**src/rtl/frisc_lsu_pkg.sv**
```systemverilog
// Shared definitions for the frisc load/store unit: funct3 codes, FSM states, mask and legality helpers.
// Latency: n/a (package only).
// Backpressure: n/a (package only).
package frisc_lsu_pkg;

    localparam logic [2:0] LB  = 3'b000;
    localparam logic [2:0] LH  = 3'b001;
    localparam logic [2:0] LW  = 3'b010;
    localparam logic [2:0] LBU = 3'b100;
    localparam logic [2:0] LHU = 3'b101;
    localparam logic [2:0] SB  = 3'b000;
    localparam logic [2:0] SH  = 3'b001;
    localparam logic [2:0] SW  = 3'b010;

    typedef enum logic [1:0] {
        ST_IDLE,
        ST_MEM,
        ST_RESP
    } lsu_state_t;

    function automatic logic [3:0] store_mask(input logic [2:0] funct3);
        case (funct3)
            SB:      store_mask = 4'b0001;
            SH:      store_mask = 4'b0011;
            SW:      store_mask = 4'b1111;
            default: store_mask = 4'b0000;
        endcase
    endfunction

    function automatic logic funct3_illegal(input logic store, input logic [2:0] funct3);
        if (store)
            funct3_illegal = (funct3 > SW);
        else
            funct3_illegal = (funct3 == 3'b011) || (funct3 == 3'b110) || (funct3 == 3'b111);
    endfunction

    // Load and store encodings coincide for half/word, so one check covers both.
    function automatic logic misaligned(input logic [2:0] funct3, input logic [1:0] addr_lo);
        if ((funct3 == LH) || (funct3 == LHU))
            misaligned = addr_lo[0];
        else if (funct3 == LW)
            misaligned = (addr_lo != 2'b00);
        else
            misaligned = 1'b0;
    endfunction

endpackage

```
**src/rtl/frisc_lsu_load_align.sv**
```systemverilog
// Sign/zero extension of 32-bit raw load data selected by funct3.
// Latency: combinational.
// Backpressure: none.
module frisc_lsu_load_align
    import frisc_lsu_pkg::*;
(
    input  logic [2:0]  funct3,
    input  logic [31:0] raw,
    output logic [31:0] data
);

    always_comb begin
        data = 32'h0;
        case (funct3)
            LB:      data = {{24{raw[7]}}, raw[7:0]};
            LBU:     data = {24'h0, raw[7:0]};
            LH:      data = {{16{raw[15]}}, raw[15:0]};
            LHU:     data = {16'h0, raw[15:0]};
            LW:      data = raw;
            default: data = 32'h0;
        endcase
    end

endmodule

```
**src/rtl/frisc_lsu.sv**
```systemverilog
// Load/store unit: one request at a time, IDLE -> MEM -> RESP; FRISC_LSU_MISALIGN_TRAP_EN makes misaligned accesses fault.
// Latency: legal request responds 2 cycles after acceptance, faulting request 1 cycle after.
// Backpressure: req_ready only in IDLE; response held in RESP until resp_ready.
module frisc_lsu
    import frisc_lsu_pkg::*;
#(
    parameter int ADDR_WIDTH = 32
) (
    input  logic                  clk,
    input  logic                  reset,
    input  logic                  req_valid,
    output logic                  req_ready,
    input  logic                  req_store,
    input  logic [2:0]            req_funct3,
    input  logic [ADDR_WIDTH-1:0] req_addr,
    input  logic [31:0]           req_wdata,
    output logic                  resp_valid,
    input  logic                  resp_ready,
    output logic [31:0]           resp_rdata,
    output logic                  resp_fault,
    output logic [ADDR_WIDTH-1:0] mem_addr,
    output logic [31:0]           mem_write_data,
    output logic [3:0]            mem_write_mask,
    input  logic [31:0]           mem_read_data
);

    lsu_state_t  state;
    logic        st_store;
    logic [2:0]  st_funct3;
    logic        req_bad;
    logic [31:0] ld_data;

    always_comb begin
`ifdef FRISC_LSU_MISALIGN_TRAP_EN
        req_bad = funct3_illegal(req_store, req_funct3) || misaligned(req_funct3, req_addr[1:0]);
`else
        req_bad = funct3_illegal(req_store, req_funct3);
`endif
    end

    frisc_lsu_load_align u_load_align (
        .funct3 (st_funct3),
        .raw    (mem_read_data),
        .data   (ld_data)
    );

    assign req_ready      = (state == ST_IDLE) && !reset;
    assign resp_valid     = (state == ST_RESP);
    // Gated by reset so a reset landing in the MEM cycle suppresses the write.
    assign mem_write_mask = ((state == ST_MEM) && st_store && !reset) ? store_mask(st_funct3) : 4'b0000;

    // mem_addr / mem_write_data double as the latched request address and data.
    always_ff @(posedge clk) begin
        if (reset) begin
            state          <= ST_IDLE;
            st_store       <= 1'b0;
            st_funct3      <= 3'b000;
            resp_rdata     <= 32'h0;
            resp_fault     <= 1'b0;
            mem_addr       <= '0;
            mem_write_data <= 32'h0;
        end else begin
            case (state)
                ST_IDLE: begin
                    if (req_valid) begin
                        st_store   <= req_store;
                        st_funct3  <= req_funct3;
                        resp_rdata <= 32'h0;
                        if (req_bad) begin
                            resp_fault <= 1'b1;
                            state      <= ST_RESP;
                        end else begin
                            resp_fault     <= 1'b0;
                            mem_addr       <= req_addr;
                            mem_write_data <= req_wdata;
                            state          <= ST_MEM;
                        end
                    end
                end
                ST_MEM: begin
                    resp_rdata <= st_store ? 32'h0 : ld_data;
                    state      <= ST_RESP;
                end
                ST_RESP: begin
                    if (resp_ready)
                        state <= ST_IDLE;
                end
                default: state <= ST_IDLE;
            endcase
        end
    end

endmodule

```
**config.mk**
```make
export PLATFORM = sky130hd
export DESIGN_NAME = frisc_lsu
export DESIGN_NICKNAME = d
export VERILOG_FILES = /design/src/rtl/frisc_lsu_pkg.sv /design/src/rtl/frisc_lsu_load_align.sv /design/src/rtl/frisc_lsu.sv
export SDC_FILE = /design/constraint.sdc
export NUM_CORES = 1
export LEC_CHECK = 0
export ABC_AREA = 0
export BUFFER_PORTS_ARGS = -buffer_cell sky130_fd_sc_hd__buf_2
export CAP_MARGIN = 25
export CORE_MARGIN = 4
export CORE_UTILIZATION = 43
export DETAILED_ROUTE_END_ITERATION = 16
export PLACE_DENSITY_LB_ADDON = 0.25
export SKIP_CTS_REPAIR_TIMING = 1
export SLEW_MARGIN = 20
export SYNTH_ARGS = -nofsm -noshare
export SYNTH_HDL_FRONTEND = slang
export SYNTH_HIERARCHICAL = 1
export SYNTH_SLANG_ARGS = --single-unit
```
**constraint.sdc**
```tcl
create_clock -name clk -period 1.7 [get_ports clk]
set_input_delay 0.34 -clock clk [delete_from_list [all_inputs] [get_ports clk]]
set_output_delay 0.34 -clock clk [all_outputs]
set_load 0.1 [all_outputs]
```
==> results.sh, run 1 <==
export IMPL_status="finished with violations"
export IMPL_violations="setup timing"
export IMPL_grtUsageTotal=0.181
export IMPL_max_slew_margin=0.477
export IMPL_synthesis_nets=597
export IMPL_vias_per_cell=4.96
export IMPL_synthCells=493
export IMPL_crit_fanout=3
export IMPL_dr_pass1_iters=5
export IMPL_numClockSinks=103
export IMPL_instances_no_fill=833
export IMPL_grt_pass1_wl_um=19400
export IMPL_swShare=0.326
export IMPL_dp_hpwl_um=8760
export IMPL_maxSlewViolCount=0
export IMPL_vias=4134
export IMPL_grt_pass1_vias=4054
export IMPL_grt_max_degree=113
export IMPL_clock_fmax_ghz=0.479
export IMPL_syn_area_per_cell_um2=9.79
export IMPL_worstSetupEndpointType="primary output"
export IMPL_clk_pin_slew_ps=70
export IMPL_antenna_found_initial=0
export IMPL_cts_buffers=9
export IMPL_first_iter_violations=252
export IMPL_timing_final_crit_share=1.23
export IMPL_die_h_um=114
export IMPL_clock_skew_ps=5.12
export IMPL_ys_ff_latch=103
export IMPL_startpoint_type="flop"
export IMPL_start_util=0.441
export IMPL_clock_latency_ps=340
export IMPL_peakVddDrop_mv=0.587
export IMPL_power_internal_uw=4510
export IMPL_cts_max_level=3
export IMPL_yosys_area_top_type="dfxtp_1"
export IMPL_p_seq_frac=0.388
export IMPL_cts_root_buffer="clkbuf_16"
export IMPL_tightest_slew_ps=777
export IMPL_fin_ws_ps=-386
export IMPL_rsz0062_at_grt="yes"
export IMPL_combPwrFrac=0.261
export IMPL_setup_viol=4
export IMPL_num_io_pins=207
export IMPL_min_period_ps=2090
export IMPL_path_class="flop to primary output"
export IMPL_whs_ps=255
export IMPL_cts_tree="built"
export IMPL_maxCapViolCount=0
export IMPL_place_ws_ps=-199
export IMPL_total_power_uw=6690
export IMPL_arrival_ps=1750
export IMPL_syn_area_um2=4830
export IMPL_seq_area_frac_synth=0.427
export IMPL_hold_viol=0
export IMPL_coreArea_um2=10900
export IMPL_p_leak_uw=0.00288
export IMPL_ant_nets=0
export IMPL_required_ps=1360
export IMPL_synth_distinct_cells=31
export IMPL_route_detailed_drc=0
export IMPL_die_w_um=114
export IMPL_place_inst=810
export IMPL_yosysWarnings=6
export IMPL_pwr_share_clk=0.351
export IMPL_totalWireLength_um=12200
export IMPL_switching_power_uw=2180
export IMPL_grt_ovfl_total=0
export IMPL_layout_common_cells="buf_2 (199), nand2b_1 (128), dfxtp_1 (101)"
export IMPL_nets=792
export IMPL_cts_path_max_buffers=2
export IMPL_synth_area_leaders="dfxtp_1 (43%), mux2i_1 (19%), nand2b_1 (17%)"
export IMPL_netlist_area_leader_share=0.427
export IMPL_drive_above_1_share=0.380
export IMPL_hold_class="primary input to flop"
export IMPL_core_rowCount=38
export IMPL_globalplace_congestion=0.760
export IMPL_layout_commonest_cell="buf_2"
export IMPL_n_antenna_cell=0
export IMPL_port_buffers=206
export IMPL_dieArea_um2=13000
export IMPL_powerDensity_nw_per_um2=1030
export IMPL_area_delta_synth_final_pct=35.0
export IMPL_wl_per_cell_um=14.6
==> per-stage QoR <==
stage | cell area (µm²) | setup TNS, ps | utilization
after floorplan | 4880 | -3040 | -
after global placement | 6070 | -460 | 0.555
after detailed placement | 6070 | -492 | 0.555
after CTS | 6410 | -1370 | 0.586
after global routing | 6510 | -2490 | 0.596
final | 6510 | -1470 | 0.596
==> worst max-delay path, cell delays in order, from the launching register on <==
cell	delay [ps]
dfxtp_2	320
or4_4	570
nor3b_4	300
buf_12	220
==> per-layer routing <==
layer | GRT usage | vias up | part of all wire
met5 | 0 | - | 0
met4 | 0.0816 | 0 | 0.026
met3 | 0.0493 | 26 | 0.081
met2 | 0.299 | 156 | 0.49
met1 | 0.221 | 1900 | 0.40
li1 | - | 2052 | -
==> synthesized netlist by cell type <==
| cell type | instances |
|---|---|
| nor3b_4 | 1 |
| nand4bb_4 | 1 |
| o21a_1 | 2 |
| buf_6 | 8 |
| o21bai_1 | 1 |
| or2_1 | 1 |
| and2_1 | 9 |
| nor3b_1 | 2 |
| buf_2 | 4 |
| o21ai_0 | 6 |
| clkbuf_2 | 1 |
| nor2_1 | 39 |
| o21ai_1 | 9 |
| a22oi_1 | 32 |
| a211oi_1 | 1 |
| buf_1 | 1 |
| nor2b_1 | 3 |
| dfxtp_1 | 103 |
| a21oi_1 | 1 |
| or4_1 | 1 |
| nand2b_1 | 128 |
| nand2_1 | 1 |
| o21ai_2 | 3 |
| nor3b_2 | 1 |
| xnor2_1 | 1 |
| o2bb2ai_2 | 1 |
| mux2i_1 | 92 |
| buf_4 | 6 |
| clkbuf_1 | 25 |
| nor3_1 | 2 |
| o2bb2ai_1 | 7 |
==> layout make-up <==
| class | instances | area (µm²) |
|---|---|---|
| repair buffers | 229 | 1370 |
| multi-input cells | 345 | 2560 |
| flip-flops and latches | 103 | 2060 |
| well taps | 140 | 175 |
| clock buffers | 10 | 239 |
| fillers | 973 | 4420 |
| clock inverters | 6 | 108 |
==> state kept, by name, indices dropped and copies added, names as in the netlist <==
signal / flops
resp_rdata: 32
mem_write_data: 32
state: 2
st_store: 1
st_funct3: 3
mem_addr: 32
resp_fault: 1
==> logic make-up (layout without fill, tap and decap cells) <==
| group | count (synthesis) | count (layout) | synth area share |
|---|---|---|---|
| simple gates | 189 | 189 | 0.233 |
| buf+inv | 45 | 245 | 0.0534 |
| mux | 92 | 92 | 0.191 |
| xor+xnor | 1 | 1 | 0.00182 |
| flops | 103 | 103 | 0.427 |
| compound gates | 63 | 63 | 0.0939 |
==> power groups by stage <==
stage / Sequential [µW] / Clock [µW] / Combinational, µW
6_report: 2600 / 2350 / 1750
5_1_grt: 2610 / 2520 / 1850
4_1_cts: 2600 / 2420 / 1720
3_5_place_dp: 2650 / 0 / 1720
3_3_place_gp: 2640 / 0 / 1700
2_1_floorplan: 3400 / 0 / 611
==> final timing paths <==
path,startpoint,endpoint,slack (ps),depth (start not counted)
max reg2reg,st_funct3[2]$_SDFFE_PP0P_,resp_rdata[0]$_SDFFE_PP0P_,30,6
max,st_funct3[2]$_SDFFE_PP0P_,mem_write_mask[3],-390,3
min reg2reg,mem_write_data[2]$_SDFFE_PP0P_,mem_write_data[2]$_SDFFE_PP0P_,470,2
min,req_wdata[14],mem_write_data[14]$_SDFFE_PP0P_,250,3
Note: power is estimated with default switching activity, not from simulation.
==> inputs of run 2 (changes only) <==
- SYNTH_HIERARCHICAL: 1 -> unset
==> results.sh, run 2 <==
export IMPL_synth_top_family_by_area="simple AND/OR/NAND/NOR gates"
export IMPL_grt_pass1_wl_um=19000
export IMPL_port_buffers=206
export IMPL_clock_latency_ps=360
export IMPL_first_iter_violations=220
export IMPL_rsz0062_at_grt="yes"
export IMPL_startpoint_type="flop"
export IMPL_dp_hpwl_um=8750
export IMPL_yosys_area_share_simple=0.201
export IMPL_crit_buf_inv=1
export IMPL_fin_ws_ps=-635
export IMPL_required_ps=1360
export IMPL_maxSlewViolCount=0
export IMPL_synth_edff_count=0
export IMPL_die_h_um=112
export IMPL_cts_buffers=9
export IMPL_antenna_found_initial=1
export IMPL_grtUsageTotal=0.181
export IMPL_die_w_um=112
export IMPL_cts_root_buffer="clkbuf_8"
export IMPL_route_detailed_drc=0
export IMPL_synth_distinct_cells=28
export IMPL_grt_ovfl_total=0
export IMPL_peakVddDrop_mv=0.519
export IMPL_cts_max_level=3
export IMPL_path_class="flop to primary output"
export IMPL_crit_start="state[0]$_SDFFE_PP0P_"
export IMPL_fin_tns_setup_ps=-2430
export IMPL_synth_main_ff_cell="dfxtp_1"
export IMPL_dieArea_um2=12500
export IMPL_area_delta_synth_final_pct=35.7
export IMPL_syn_area_per_cell_um2=10.3
export IMPL_crit_path_frequent_cell="or3b_4"
export IMPL_ys_ff_latch=103
export IMPL_timing_rr_start="state[0]$_SDFFE_PP0P_"
export IMPL_clock_skew_ps=17.0
export IMPL_async_flop_share=0
export IMPL_vias=3887
export IMPL_layout_commonest_cell="buf_2"
export IMPL_wl_per_cell_um=14.6
export IMPL_p_leak_uw=0.00283
export IMPL_clk_pin_slew_ps=100
export IMPL_core_rowCount=37
export IMPL_syn_area_um2=4640
export IMPL_max_stage_delay_ps=410
export IMPL_cp_top_family="simple AND/OR/NAND/NOR gates"
export IMPL_seq_area_frac_synth=0.445
export IMPL_synth_area_leaders="dfxtp_1 (44%), mux2i_1 (20%), nand2b_1 (17%)"
export IMPL_num_io_pins=207
export IMPL_drive_above_1_share=0.403
export IMPL_globalplace_congestion=0.780
export IMPL_numClockSinks=103
export IMPL_arrival_ps=2000
export IMPL_layout_common_cells="buf_2 (200), nand2b_1 (128), dfxtp_1 (101)"
export IMPL_grt_pass1_vias=3881
export IMPL_synthesis_nets=552
export IMPL_yosys_area_top_type="dfxtp_1"
export IMPL_min_period_ps=2340
export IMPL_synth_xor_area_frac=0.00189
export IMPL_crit_chain="or3b_4, or3b_4, nor3b_4, buf_12"
export IMPL_cts_tree="built"
export IMPL_timing_final_crit_share=1.37
export IMPL_synthCells=448
export IMPL_synthMuxAreaShare=0.199
export IMPL_synth_fa_ha_area_frac=0
export IMPL_cp_slowest_cell="or3b_4"
export IMPL_hold_viol=0
export IMPL_max_slew_margin=0.640
export IMPL_hold_class="primary input to flop"
export IMPL_clock_fmax_ghz=0.428
export IMPL_grt_max_degree=138
export IMPL_start_util=0.445
export IMPL_dr_pass1_iters=4
export IMPL_nets=762
export IMPL_yosysMostFrequentCell="nand2b_1"
export IMPL_powerDensity_nw_per_um2=907
export IMPL_cts_path_max_buffers=2
export IMPL_setup_viol=4
export IMPL_synth_compound_area_frac=0.110
export IMPL_totalWireLength_um=11700
export IMPL_hold_start="mem_read_data[2]"
export IMPL_tightest_slew_ps=540
export IMPL_maxCapViolCount=0
export IMPL_top_regs="mem_addr (32), mem_write_data (32), resp_rdata (32)"
export IMPL_violations="setup timing"
export IMPL_crit_fanout=2
export IMPL_yosysWarnings=0
export IMPL_post_route_util=0.604
export IMPL_netlist_area_leader_share=0.445
export IMPL_whs_ps=197
export IMPL_synth_commonest_cells="nand2b_1 (128), dfxtp_1 (103), mux2i_1 (92)"
export IMPL_ant_nets=0
export IMPL_vias_per_cell=4.86
export IMPL_status="finished with violations"
export IMPL_coreArea_um2=10400
export IMPL_worstSetupEndpointType="primary output"
-- run 2: cells by family (layout without fill, tap and decap cells) --
family | count (synthesis) | count (layout)
flops | 103 | 103
simple gates | 149 | 149
mux | 92 | 92
xor+xnor | 1 | 1
other cells | 0 | 1
compound gates | 64 | 64
buf+inv | 39 | 254
-- run 2: final cells by class --
| cell class | instances | area (µm²) |
|---|---|---|
| Tap cell | 136 | 170 |
| Clock buffer | 12 | 145 |
| Timing Repair Buffer | 238 | 1460 |
| Sequential cell | 103 | 2070 |
| Antenna cell | 1 | 2.50 |
| Multi-Input combinational cell | 306 | 2420 |
| Clock inverter | 4 | 31.3 |
| Fill cell | 928 | 4130 |
-- run 2: layer usage --
layer | wire length [µm] | vias up | part of all wire | track usage
met3 | 920 | 10 | 0.079 | 0.0478
met4 | 116 | 0 | 0.0099 | 0.0511
met1 | 4980 | 1798 | 0.43 | 0.228
li1 | - | 1949 | - | -
met5 | 0 | - | 0 | 0
met2 | 5700 | 130 | 0.49 | 0.304
-- run 2: power breakdown --
| part | switching (µW) | internal (µW) | total, µW |
|---|---|---|---|
| sequential | 65.3 | 2530 | 2590 |
| combinational | 1200 | 502 | 1700 |
| clock | 833 | 578 | 1410 |
-- run 2: final timing paths --
kind / to / slack [ps] / cells past startpoint
setup / recovery: mem_write_mask[2] / -640 / 4
hold / removal: resp_rdata[2]$_SDFFE_PP0P_ / 200 / 2
setup reg to reg: resp_rdata[28]$_SDFFE_PP0P_ / 80 / 5
hold reg to reg: mem_addr[28]$_SDFFE_PP0P_ / 470 / 2
-- run 2: worst register-to-register path, stage by stage (launching register included) --
cell and delay (ps):
dfxtp_4 350, or3b_4 370, buf_4 150, a2111oi_4 370, buf_12 190, a22o_1 140
-- run 2: metrics by stage --
stage | area (µm²) | std cells | total power [µW] | worst slack (ps)
after global placement | 6040 | 776 | 4310 | -402
after detailed placement | 6040 | 776 | 4340 | -421
after floorplan | 4680 | 448 | 3920 | -999
after global routing | 6290 | 800 | 5970 | -693
after CTS | 6220 | 792 | 5740 | -662
final | 6290 | 800 | 5700 | -635
==> inputs of run 3 (changes only) <==
- TNS_END_PERCENT: unset -> 5
==> results.sh, run 3 (synthesis results as in run 2) <==
export IMPL_maxSlewViolCount=0
export IMPL_arrival_ps=2010
export IMPL_grt_max_degree=90
export IMPL_globalplace_congestion=0.782
export IMPL_dieArea_um2=12500
export IMPL_core_rowCount=37
export IMPL_cts_max_level=3
export IMPL_layout_commonest_cell="buf_2"
export IMPL_cts_tree="built"
export IMPL_status="finished with violations"
export IMPL_dpl_cell_area_um2=5950
export IMPL_path_class="flop to primary output"
export IMPL_peakVddDrop_mv=0.525
export IMPL_dp_hpwl_um=8500
export IMPL_total_power_uw=5590
export IMPL_worstSetupEndpointType="primary output"
export IMPL_ant_nets=0
export IMPL_grt_pass1_vias=3767
export IMPL_cp_top_family="simple AND/OR/NAND/NOR gates"
export IMPL_grt_ovfl_total=0
export IMPL_top_regs="mem_addr (32), mem_write_data (32), resp_rdata (32)"
export IMPL_min_period_ps=2350
export IMPL_min_path_cells=2
export IMPL_fin_ws_ps=-654
export IMPL_vias=3839
export IMPL_hold_start="mem_read_data[0]"
export IMPL_num_io_pins=207
export IMPL_required_ps=1360
export IMPL_vias_per_cell=4.88
export IMPL_drive_above_1_share=0.395
export IMPL_hold_viol=0
export IMPL_reg2reg_to="mem_addr[16]$_SDFFE_PP0P_"
export IMPL_post_route_util=0.590
export IMPL_nets=751
export IMPL_first_iter_violations=177
export IMPL_clock_fmax_ghz=0.425
export IMPL_violations="setup timing"
export IMPL_setup_viol=4
export IMPL_tightest_slew_ps=734
export IMPL_hold_class="primary input to flop"
export IMPL_wl_per_cell_um=14.6
export IMPL_die_h_um=112
export IMPL_port_buffers=206
export IMPL_timing_rr_start="state[0]$_SDFFE_PP0P_"
export IMPL_route_detailed_drc=0
export IMPL_cp_depth=4
export IMPL_reg2reg_slack_ps=50
export IMPL_clock_latency_ps=350
export IMPL_max_slew_margin=0.509
export IMPL_ff2ff_path_depth=5
export IMPL_numClockSinks=103
export IMPL_totalWireLength_um=11500
export IMPL_clock_skew_ps=15.1
export IMPL_n_antenna_cell=0
export IMPL_timing_final_crit_share=1.38
export IMPL_area_delta_synth_final_pct=32.6
export IMPL_crit_fanout=3
export IMPL_cts_root_buffer="clkbuf_8"
export IMPL_powerDensity_nw_per_um2=910
export IMPL_p_leak_uw=0.00277
export IMPL_max_stage_delay_ps=420
export IMPL_die_w_um=112
export IMPL_start_util=0.445
export IMPL_rsz0062_at_grt="yes"
export IMPL_coreArea_um2=10400
export IMPL_maxCapViolCount=0
export IMPL_clk_pin_slew_ps=100
export IMPL_crit_buf_inv=1
export IMPL_layout_common_cells="buf_2 (200), nand2b_1 (128), dfxtp_1 (100)"
export IMPL_crit_path_frequent_cell="or3b_4"
export IMPL_hold_end="resp_rdata[0]$_SDFFE_PP0P_"
export IMPL_final_cell_area_um2=6150
export IMPL_grtUsageTotal=0.175
export IMPL_cts_buffers=9
export IMPL_antenna_found_initial=0
export IMPL_grt_pass1_wl_um=18300
export IMPL_cts_path_max_buffers=2
export IMPL_dr_pass1_iters=4
export IMPL_crit_chain="or3b_4, or3b_4, nor3b_4, buf_12"
export IMPL_startpoint_type="flop"
export IMPL_cp_slowest_cell="or3b_4"
[run 3: metrics by stage]
step / setup TNS, ps / setup WS (ps) / hold WS (ps) / std cells
2_1_floorplan: -3550 / -999 / 466 / 448
3_3_place_gp: -11850 / -413 / 454 / 772
3_5_place_dp: -6880 / -440 / 461 / 772
4_1_cts: -2490 / -675 / 187 / 787
5_1_grt: -3250 / -711 / 195 / 787
6_report: -2380 / -654 / 207 / 787
[run 3: metal layers]
layer,wire [µm],GRT usage
met4,140,0.0503
met5,0,0
met3,813,0.0435
met1,4920,0.225
met2,5590,0.291
[run 3: how the worst max path moves through the flow]
stage / slack, ps / to / start
detailed placement: -440 / mem_write_mask[3] / reset
global route: -710 / mem_write_mask[3] / state[0]$_SDFFE_PP0P_
finish: -650 / mem_write_mask[3] / state[0]$_SDFFE_PP0P_
CTS: -680 / mem_write_mask[3] / state[0]$_SDFFE_PP0P_
floorplan: -1000 / mem_write_mask[3] / state[0]$_SDFFE_PP0P_
global placement: -410 / mem_write_mask[2] / reset
[run 3: area by class of cell]
cell class                      count  area [µm²]
Clock inverter                      4        31.3
Multi-Input combinational cell    306        2430
Clock buffer                       11         131
Timing Repair Buffer              227        1320
Sequential cell                   103        2070
Fill cell                         947        4270
Tap cell                          136         170
[run 3: power by group]
group	internal, µW	total [µW]	switching (µW)
clock network	536	1350	815
logic	460	1650	1190
registers	2530	2590	66.4
